## config.mk

```make
export PLATFORM = sky130hd
export DESIGN_NAME = mips_multicycle_core
export DESIGN_NICKNAME = d
export VERILOG_FILES = /design/src/rtl/mips_multicycle_core.sv
export SDC_FILE = /design/constraint.sdc
export NUM_CORES = 1
export LEC_CHECK = 0
export BUFFER_PORTS_ARGS = -buffer_cell sky130_fd_sc_hd__buf_2
export CAP_MARGIN = 40
export CELL_PAD_IN_SITES_DETAIL_PLACEMENT = 1
export CELL_PAD_IN_SITES_GLOBAL_PLACEMENT = 1
export CORE_UTILIZATION = 49
export CTS_CLUSTER_SIZE = 8
export DETAILED_ROUTE_END_ITERATION = 8
export GPL_ROUTABILITY_DRIVEN = 0
export PLACE_DENSITY = 0.72
export SLEW_MARGIN = 20
export SYNTH_ARGS = -nofsm -noshare
export SYNTH_HDL_FRONTEND = slang
export SYNTH_SLANG_ARGS = --single-unit
export TNS_END_PERCENT = 30
```

## constraint.sdc

```tcl
create_clock -name clk -period 4.1 [get_ports clk]
set_clock_uncertainty 0.05 [all_clocks]
set_input_delay 0.205 -clock clk [delete_from_list [all_inputs] [get_ports clk]]
set_output_delay 0.205 -clock clk [all_outputs]
set_load 0.005 [all_outputs]
```

## src/rtl/mips_multicycle_core.sv

```systemverilog
// Multi-cycle MIPS-subset core: side-port program/data load, start/done/err handshake.
// Build option: define MIPS_CORE_SW_EN to implement sw (opcode 0x2B); otherwise it traps to ERR.
module mips_multicycle_core #(
    parameter int unsigned DATA_W     = 8,
    parameter int unsigned NREG       = 32,
    parameter int unsigned IMEM_DEPTH = 16,
    parameter int unsigned DMEM_DEPTH = 16,
    parameter int unsigned START_PC   = 0,
    parameter int unsigned OUT_REG    = 1
) (
    input  logic              clk,
    input  logic              rst,
    input  logic              ld_we,
    input  logic              ld_imem,
    input  logic [7:0]        ld_addr,
    input  logic [31:0]       ld_data,
    input  logic [7:0]        end_pc,
    input  logic              start,
    output logic              busy,
    output logic              done,
    output logic              err,
    output logic [DATA_W-1:0] led
);
    localparam int unsigned RAW = $clog2(NREG);
    localparam int unsigned IAW = (IMEM_DEPTH > 1) ? $clog2(IMEM_DEPTH) : 1;
    localparam int unsigned DAW = (DMEM_DEPTH > 1) ? $clog2(DMEM_DEPTH) : 1;

    typedef enum logic [2:0] {
        StIdle, StFetch, StDecode, StExec, StMem, StWb, StDone, StErr
    } state_e;

    state_e            state_q;
    logic [7:0]        pc_q, npc_q;
    logic [31:0]       ir_q;
    logic [DATA_W-1:0] a_q, b_q, imm_q, res_q, led_q;
    logic [RAW-1:0]    wr_idx_q;
    logic              wr_en_q, is_mem_q;
    logic              busy_q, done_q, err_q;
    logic [DATA_W-1:0] rf_q [NREG];
    logic [31:0]       imem [IMEM_DEPTH];
    logic [DATA_W-1:0] dmem [DMEM_DEPTH];

    logic [7:0]        pc_inc, br_tgt;
    logic [DATA_W-1:0] ex_res, out_val;
    logic [7:0]        ex_npc;
    logic [RAW-1:0]    ex_idx;
    logic              ex_wr, ex_mem, ex_bad;
    logic              ld_ok, mem_ok;

    assign pc_inc = pc_q + 8'd1;
    assign br_tgt = pc_q + 8'd1 + ir_q[7:0];
    assign mem_ok = 32'(res_q) < DMEM_DEPTH;

`ifdef MIPS_CORE_SW_EN
    logic ex_sw, is_sw_q, sw_fire;
    assign sw_fire = !rst && (state_q == StMem) && is_sw_q && mem_ok;
`endif

    // Execute-stage decode: ALU result, destination, next PC and trap detection.
    always_comb begin
        ex_res = '0;
        ex_npc = pc_inc;
        ex_idx = ir_q[11 +: RAW];
        ex_wr  = 1'b0;
        ex_mem = 1'b0;
        ex_bad = 1'b0;
`ifdef MIPS_CORE_SW_EN
        ex_sw  = 1'b0;
`endif
        case (ir_q[31:26])
            6'h00: begin
                ex_wr = 1'b1;
                case (ir_q[5:0])
                    6'h21: ex_res = a_q + b_q;
                    6'h23: ex_res = a_q - b_q;
                    6'h24: ex_res = a_q & b_q;
                    6'h25: ex_res = a_q | b_q;
                    6'h2A: ex_res = DATA_W'($signed(a_q) < $signed(b_q));
                    6'h08: begin
                        ex_wr  = 1'b0;
                        ex_npc = 8'(a_q);
                    end
                    default: begin
                        ex_wr  = 1'b0;
                        ex_bad = 1'b1;
                    end
                endcase
            end
            6'h09: begin
                ex_res = a_q + imm_q;
                ex_idx = ir_q[16 +: RAW];
                ex_wr  = 1'b1;
            end
            6'h04: if (a_q == b_q) ex_npc = br_tgt;
            6'h05: if (a_q != b_q) ex_npc = br_tgt;
            6'h23: begin
                ex_res = a_q + imm_q;
                ex_idx = ir_q[16 +: RAW];
                ex_wr  = 1'b1;
                ex_mem = 1'b1;
            end
`ifdef MIPS_CORE_SW_EN
            6'h2B: begin
                ex_res = a_q + imm_q;
                ex_mem = 1'b1;
                ex_sw  = 1'b1;
            end
`endif
            6'h02: ex_npc = ir_q[7:0];
            6'h03: begin
                ex_npc = ir_q[7:0];
                ex_res = DATA_W'(pc_inc);
                ex_idx = RAW'(NREG - 1);
                ex_wr  = 1'b1;
            end
            default: ex_bad = 1'b1;
        endcase
    end

    // A final instruction that writes OUT_REG must be visible in led on the same edge.
    always_comb begin
        out_val = rf_q[OUT_REG];
        if (wr_en_q && (wr_idx_q != '0) && (wr_idx_q == RAW'(OUT_REG))) out_val = res_q;
    end

    assign ld_ok = ld_we && !rst &&
                   ((state_q == StIdle) || (state_q == StDone) || (state_q == StErr));

    always_ff @(posedge clk) begin
        if (ld_ok && ld_imem && (32'(ld_addr) < IMEM_DEPTH)) imem[IAW'(ld_addr)] <= ld_data;
    end

    always_ff @(posedge clk) begin
        if (ld_ok && !ld_imem && (32'(ld_addr) < DMEM_DEPTH)) begin
            dmem[DAW'(ld_addr)] <= ld_data[DATA_W-1:0];
        end
`ifdef MIPS_CORE_SW_EN
        else if (sw_fire) begin
            dmem[DAW'(res_q)] <= b_q;
        end
`endif
    end

    always_ff @(posedge clk) begin
        if (rst) begin
            state_q  <= StIdle;
            pc_q     <= 8'(START_PC);
            npc_q    <= '0;
            ir_q     <= '0;
            a_q      <= '0;
            b_q      <= '0;
            imm_q    <= '0;
            res_q    <= '0;
            wr_idx_q <= '0;
            wr_en_q  <= 1'b0;
            is_mem_q <= 1'b0;
`ifdef MIPS_CORE_SW_EN
            is_sw_q  <= 1'b0;
`endif
            busy_q   <= 1'b0;
            done_q   <= 1'b0;
            err_q    <= 1'b0;
            led_q    <= '0;
            for (int i = 0; i < NREG; i++) rf_q[i] <= '0;
        end else begin
            unique case (state_q)
                StIdle, StDone, StErr: begin
                    if (start) begin
                        pc_q    <= 8'(START_PC);
                        done_q  <= 1'b0;
                        err_q   <= 1'b0;
                        busy_q  <= 1'b1;
                        state_q <= StFetch;
                        for (int i = 0; i < NREG; i++) rf_q[i] <= '0;
                    end
                end
                StFetch: begin
                    if (32'(pc_q) >= IMEM_DEPTH) begin
                        err_q   <= 1'b1;
                        busy_q  <= 1'b0;
                        state_q <= StErr;
                    end else begin
                        ir_q    <= imem[IAW'(pc_q)];
                        state_q <= StDecode;
                    end
                end
                StDecode: begin
                    a_q     <= rf_q[ir_q[21 +: RAW]];
                    b_q     <= rf_q[ir_q[16 +: RAW]];
                    imm_q   <= DATA_W'({{16{ir_q[15]}}, ir_q[15:0]});
                    state_q <= StExec;
                end
                StExec: begin
                    if (ex_bad) begin
                        err_q   <= 1'b1;
                        busy_q  <= 1'b0;
                        state_q <= StErr;
                    end else begin
                        res_q    <= ex_res;
                        npc_q    <= ex_npc;
                        wr_en_q  <= ex_wr;
                        wr_idx_q <= ex_idx;
                        is_mem_q <= ex_mem;
`ifdef MIPS_CORE_SW_EN
                        is_sw_q  <= ex_sw;
`endif
                        state_q  <= ex_mem ? StMem : StWb;
                    end
                end
                StMem: begin
                    // Out-of-range address traps before any load or store takes effect.
                    if (!mem_ok) begin
                        err_q   <= 1'b1;
                        busy_q  <= 1'b0;
                        state_q <= StErr;
                    end else begin
`ifdef MIPS_CORE_SW_EN
                        if (!is_sw_q) res_q <= dmem[DAW'(res_q)];
`else
                        res_q <= dmem[DAW'(res_q)];
`endif
                        state_q <= StWb;
                    end
                end
                StWb: begin
                    if (wr_en_q && (wr_idx_q != '0)) rf_q[wr_idx_q] <= res_q;
                    pc_q     <= npc_q;
                    is_mem_q <= 1'b0;
                    if (npc_q == end_pc) begin
                        done_q  <= 1'b1;
                        busy_q  <= 1'b0;
                        led_q   <= out_val;
                        state_q <= StDone;
                    end else begin
                        state_q <= StFetch;
                    end
                end
                default: state_q <= StIdle;
            endcase
        end
    end

    assign busy = busy_q;
    assign done = done_q;
    assign err  = err_q;
    assign led  = led_q;

endmodule

```

== After elaboration in Yosys (flattened, before gate mapping) ==
Memories as Yosys holds them, arrays and structs flattened. A register that Yosys moved wholly into a read port is not among the register bits.
Index checks and enable logic that the tools add are counted.
Cells by class
  $add $sub $neg: 5
  $lt $le $gt $ge: 4
  equality and inequality tests: 29
  mux-type cells: 88
  bitwise gates (word level): 36
  reductions and logical operators: 34
Operator list (count)
  8-bit two-way mux: 39
  8-bit case mux with 5 select lines: 1
  6-bit == test, second input constant: 6
  1-bit bitwise OR: 32
  8-bit case mux with 2 select lines: 2
  8-bit case mux with 4 select lines: 1
  1-bit two-way mux: 29
  8-bit adder: 3
  8-bit case mux with 3 select lines: 1
  3-bit case mux with 6 select lines: 1
  8-bit == test: 2
  8-bit by 5-bit less-than comparator with 1-bit output, second input constant: 2
  2-bit inequality test, second input constant: 7
  3-bit == test, second input constant: 4
  6-bit by 2-bit == test with 1-bit output, second input constant: 2
  6-bit by 3-bit == test with 1-bit output, second input constant: 2
  6-bit by 4-bit == test with 1-bit output, second input constant: 2
  6-bit OR reduction: 2
  5-bit case mux with 2 select lines: 1
  5-bit nonzero test: 2
  3-bit two-way mux: 3
  8-bit by 1-bit adder with 8-bit output, second input constant: 1
  8-bit bitwise AND: 1
  8-bit by 5-bit greater-or-equal comparator with 1-bit output, second input constant: 1
  other kinds (28): 49
Storage, ports and cells
  register bits: 44
  bits in writable memories: 896
  input bits: 53
  output and inout bits: 11
  logic and storage cells: 209
  memories: 3
Memories
  imem: words 16, bits a word 32, read ports 1, clocked after Yosys merged registers in 1, write ports 1, RTL line 40  | logic [31:0] imem [IMEM_DEPTH];
  rf_q: words 32, bits a word 8, read ports 3, clocked after Yosys merged registers in 3, write ports 32, RTL line 39  | logic [DATA_W-1:0] rf_q [NREG];
  dmem: words 16, bits a word 8, read ports 1, clocked after Yosys merged registers in 1, write ports 1, RTL line 41  | logic [DATA_W-1:0] dmem [DMEM_DEPTH];

== Longest topological paths before layout ==
  depth in word-level cells: 8
  mapped depth: 13
  gate-level depth less buffers: 12

== Worst setup path after synthesis ==
OpenSTA, ideal clock, no wires.
  path type: flip-flop to flip-flop
  start point: reg state_q[1]
  end point: mem imem[4][0] (enable)
  arrival time: 3.436 ns
  required time: 3.599 ns
  path slack: 0.163 ns
  cell stages (with the launch flop): 6
  path through: dfxtp_1 -> clkbuf_1 -> mux2_2 -> nand4b_1 -> or3_1 -> nor3_1
On the way
  word-level cells in the longest chain between the ends: 8
RTL lines
  start, declared: RTL line 32  | state_e state_q;
  start signal, assigned: RTL line 146  | state_q <= StIdle;
  start signal, assigned: RTL line 173  | state_q <= StFetch;
  start signal, assigned: RTL line 181  | state_q <= StErr;
  3-bit == test or 3-bit zero test (tied branches): RTL line 127  | ((state_q == StIdle) || (state_q == StDone) || (state_q == StErr));
  1-bit logical OR: RTL line 127
  1-bit logical OR (*): RTL line 127
  1-bit logical AND (*): RTL line 126  | assign ld_ok = ld_we && !rst &&
  1-bit logical AND (*) (2 in a row): RTL line 130  | if (ld_ok && ld_imem && (32'(ld_addr) < IMEM_DEPTH)) imem[IAW'(ld_addr)] <= ld_data;
  1-bit two-way mux (*): RTL line 130
  1-bit two-way mux (not written as such) (*): RTL line 130
  end, declared: RTL line 40
Every way passes the cells marked *; elsewhere a longest branch is shown, timed or not.

== Worst setup path in the final report ==
  start point: reg state_q[0]
  end point: reg led_q[3], in the netlist led[3] (read register of rf_q)
On the way
  word-level cells in the longest chain between the ends: 2
RTL lines
  3-bit == test: RTL line 166  | unique case (state_q)
  2-bit AND reduction (no source line)
  end, declared: RTL line 35  | logic [DATA_W-1:0] a_q, b_q, imm_q, res_q, led_q;
No other way between the ends.
A chain may end at the register's enable or synchronous reset.

==> results.py <==
metrics = {
    "final_layout": {
        "drive_above_1_share_pct": 25.04,
        "stdcell_count": 3955,
        "area_delta_synth_final_pct": 15.20,
        "diodes": 0,
        "fin_nets": 2832,
        "utilization_pct": 57.21,
    },
    "grt": {
        "grt_overflow": 0,
        "grt_pass1_wl_mm": 176.0,
        "grt_max_degree": 85,
        "grt_use_total_pct": 27.89,
        "grt_pass1_vias": 26710,
        "grt_antenna_before_repair": 2,
    },
    "sta": {
        "fin_crit_ns": 3.243,
        "slew_headroom_pct": 46.71,
        "worstMarginPinSlew_ns": 0.7994,
        "setup_viol": 0,
        "finalCritPeriodShare_pct": 79.09,
        "max_clock_freq_ghz": 0.3084,
        "final.setup.tns_ns": 0,
        "rsz0062_at_grt": "no",
        "slew_viol_final": 0,
        "finalHoldViolations": 0,
    },
    "die": {
        "start_util_pct": 49.66,
        "die_w_um": 296.5,
        "die-area_sq_um": 87890,
        "die-height_um": 296.5,
        "io-pin-count": 64,
        "rows": 107,
        "core_sq_um": 85550,
    },
    "setup_path": {
        "worst-path-buf-inv": 1,
        "worstPathRequired_ns": 4.68,
        "crit_family": "simple AND/OR/NAND/NOR gates",
        "critical_path.max_stage_delay_ns": 0.71,
        "end_kind": "flop",
        "crit_slowest_cell": "and3b_1",
        "worstPathArrival_ns": 3.82,
        "crit_fanout": 23,
        "cp-start-kind": "flop",
        "worstSetupPathType": "reg2reg",
        "path_cells": "and3b_1 > nand3b_1 > nor2_1 > nand2_1 > buf_4 > nor2_1 > nand2_1 > a311oi_1",
    },
    "synth": {
        "ys_ff_latch": 949,
        "netlist.area_leader.share_pct": 59.94,
        "synth_async_sr_flop_share_pct": 0,
        "syn_area_sq_um": 42490,
        "synth_ff_type": "edfxtp_1",
        "synth_most_common_cell": "edfxtp_1",
        "synthCells": 2562,
        "yosysWarnings": 0,
        "synth_area_leaders": "edfxtp_1 (60%), mux4_2 (17%), dfxtp_1 (4.8%), and2_1 (3.1%), mux2i_1 (1.9%)",
        "yosysTopAreaCell": "edfxtp_1",
        "avgSynthCellArea_sq_um": 16.58,
        "synth_common_cells": "edfxtp_1 (848), mux4_2 (325), and2_1 (213)",
        "synth_cell_types": 77,
        "seq_area_frac_synth_pct": 64.70,
        "synth_edf_count": 848,
    },
    "route": {
        "first_iter_violations": 2355,
        "drcViolationCount": 0,
        "vias_per_cell": 6.290,
        "ant_nets": 0,
        "wl_mm": 118.7,
        "num_vias": 24880,
        "wl_per_cell_um": 30.02,
        "drt_pass1_iterations": 5,
    },
    "flow_run": {
        "drv_cap": 0,
    },
    "clocking": {
        "clkTransAtPathRegs_ns": 0.05,
        "holdBufCountCts": 34,
        "cts_buffers": 137,
        "cts_tree": "yes",
        "clkLatencyLatePin_ns": 0.74,
        "cts_htree_levels": 4,
        "cts.sinks": 949,
        "post-cts-setup-buffers": 0,
        "cts_root_buf": "clkbuf_16",
        "clockBufferDepth": 3,
        "ctsResizeCount": 0,
    },
    "placement": {
        "dp_hpwl_mm": 73.48,
        "port_buffers": 60,
        "dp_cells": 3699,
    },
    "power": {
        "pwr_density_cell_nw_per_um2": 516.5,
        "p_leak_nw": 15.94,
        "peakVddDrop_v": 0.0004264,
    },
    "worst_hold_path": {
        "hold_path_class": "in2reg",
    },
    "outcome": {
        "status": "complete, no violations",
    },
}
cells in the final DEF (no fill, tap or decap), drive strengths merged, types with 6 or more instances in the layout:
| cell type | netlist | routed |
|---|---|---|
| nor4 | 7 | 7 |
| a31oi | 7 | 7 |
| xor2 | 9 | 9 |
| dlygate4sd3 | 0 | 34 |
| o21ai | 54 | 54 |
| ha | 40 | 40 |
| clkbuf | 120 | 200 |
| a221oi | 6 | 6 |
| mux4 | 325 | 325 |
| nand3b | 8 | 8 |
| mux2i | 79 | 79 |
| a311oi | 15 | 15 |
| nand2b | 16 | 16 |
| or3 | 10 | 10 |
| edfxtp | 848 | 848 |
| nand2 | 125 | 125 |
| nor3b | 6 | 6 |
| buf | 62 | 175 |
| a211oi | 30 | 30 |
| o211ai | 9 | 9 |
| a21oi | 79 | 79 |
| xnor2 | 21 | 21 |
| inv | 47 | 52 |
| nand3 | 15 | 15 |
| o221ai | 6 | 6 |
| dfxtp | 101 | 101 |
| and2 | 214 | 214 |
| clkinv | 0 | 9 |
| nor3 | 52 | 52 |
| nor2b | 7 | 7 |
| nor2 | 156 | 156 |
| conb | 1 | 8 |
| a22oi | 11 | 11 |
worst reg2reg max path, cell delays in order, from the launching register on:
cell and delay, ns:
dfxtp_1 0.61, and3b_1 0.71, nand3b_1 0.21, nor2_1 0.19
nand2_1 0.08, buf_4 0.24, nor2_1 0.53, nand2_1 0.18
a311oi_1 0.33
per-stage QoR:
stage | power (W) | hold WS [ns] | worst slack, ns | cell area [sq um]
floorplan | 0.01350 | 0.2539 | 0.1628 | 42510
global placement | 0.01460 | 0.3960 | 0.7659 | 44410
detailed placement | 0.01474 | 0.4098 | 0.8769 | 44510
CTS | 0.02540 | 0.006528 | 0.8417 | 48880
global route | 0.02599 | 0.04933 | 0.6030 | 48950
finish | 0.02528 | 0.03065 | 0.8572 | 48950
area by class of cell:
class,instances,area [sq um]
Multi-Input combinational cell,1391,14180
Timing Repair Buffer,209,1622
Inverter,47,176.4
Fill cell,7684,36600
Clock inverter,15,310.3
Clock buffer,200,3717
Sequential cell,949,27510
Tap cell,1144,1431
path summary, 6_finish.rpt:
check                           startpoint    endpoint  slack, ns  cells past startpoint
worst min-delay path               ld_imem  dmem[9][6]       0.03                      3
worst min register to register    imm_q[5]    imm_q[5]       0.42                      2
worst max-delay path            state_q[0]      led[3]       0.86                      8
worst max register to register  state_q[0]      led[3]       0.86                      8
flip-flops by register name (all words and copies together) (netlist names), named ones only:
register  cells
imem        464
rf_q        256
dmem        128
ir_q         29
a_q           8
b_q           8
imm_q         8
led           8
npc_q         8
pc_q          8
res_q         8
wr_idx_q      5
state_q       3
busy          1
done          1
err           1
wr_en_q       1
logic make-up (layout without fill, tap and decap cells):
group,after synthesis,count (layout),share of synthesized area (%)
muxes,407,407,19.17
AOI/OAI and AO/OA,260,260,4.020
xor gates and xnor gates,30,30,0.6185
adders and majority gates,44,44,1.366
and+or+nand+nor,642,642,7.843
DFF,949,949,64.70
other,1,8,0.008826
buffers and inverters,229,471,2.279
layer usage:
layer / up-vias / GRT usage, % / part of all wire [%]
li1: 10440 / - / -
met1: 13240 / 37.66 / 41
met2: 1011 / 46.71 / 50
met3: 187 / 4.737 / 7.1
met4: 0 / 8.097 / 2.2
met5: - / 0 / 0
where the power goes:
| group | total (W) | internal, W | switching (W) |
|---|---|---|---|
| Clock | 0.0106 | 0.00634 | 0.00427 |
| Combinational | 0.00315 | 0.00130 | 0.00185 |
| Sequential | 0.0115 | 0.0110 | 0.000480 |
Note: power is estimated with default switching activity, not from simulation.
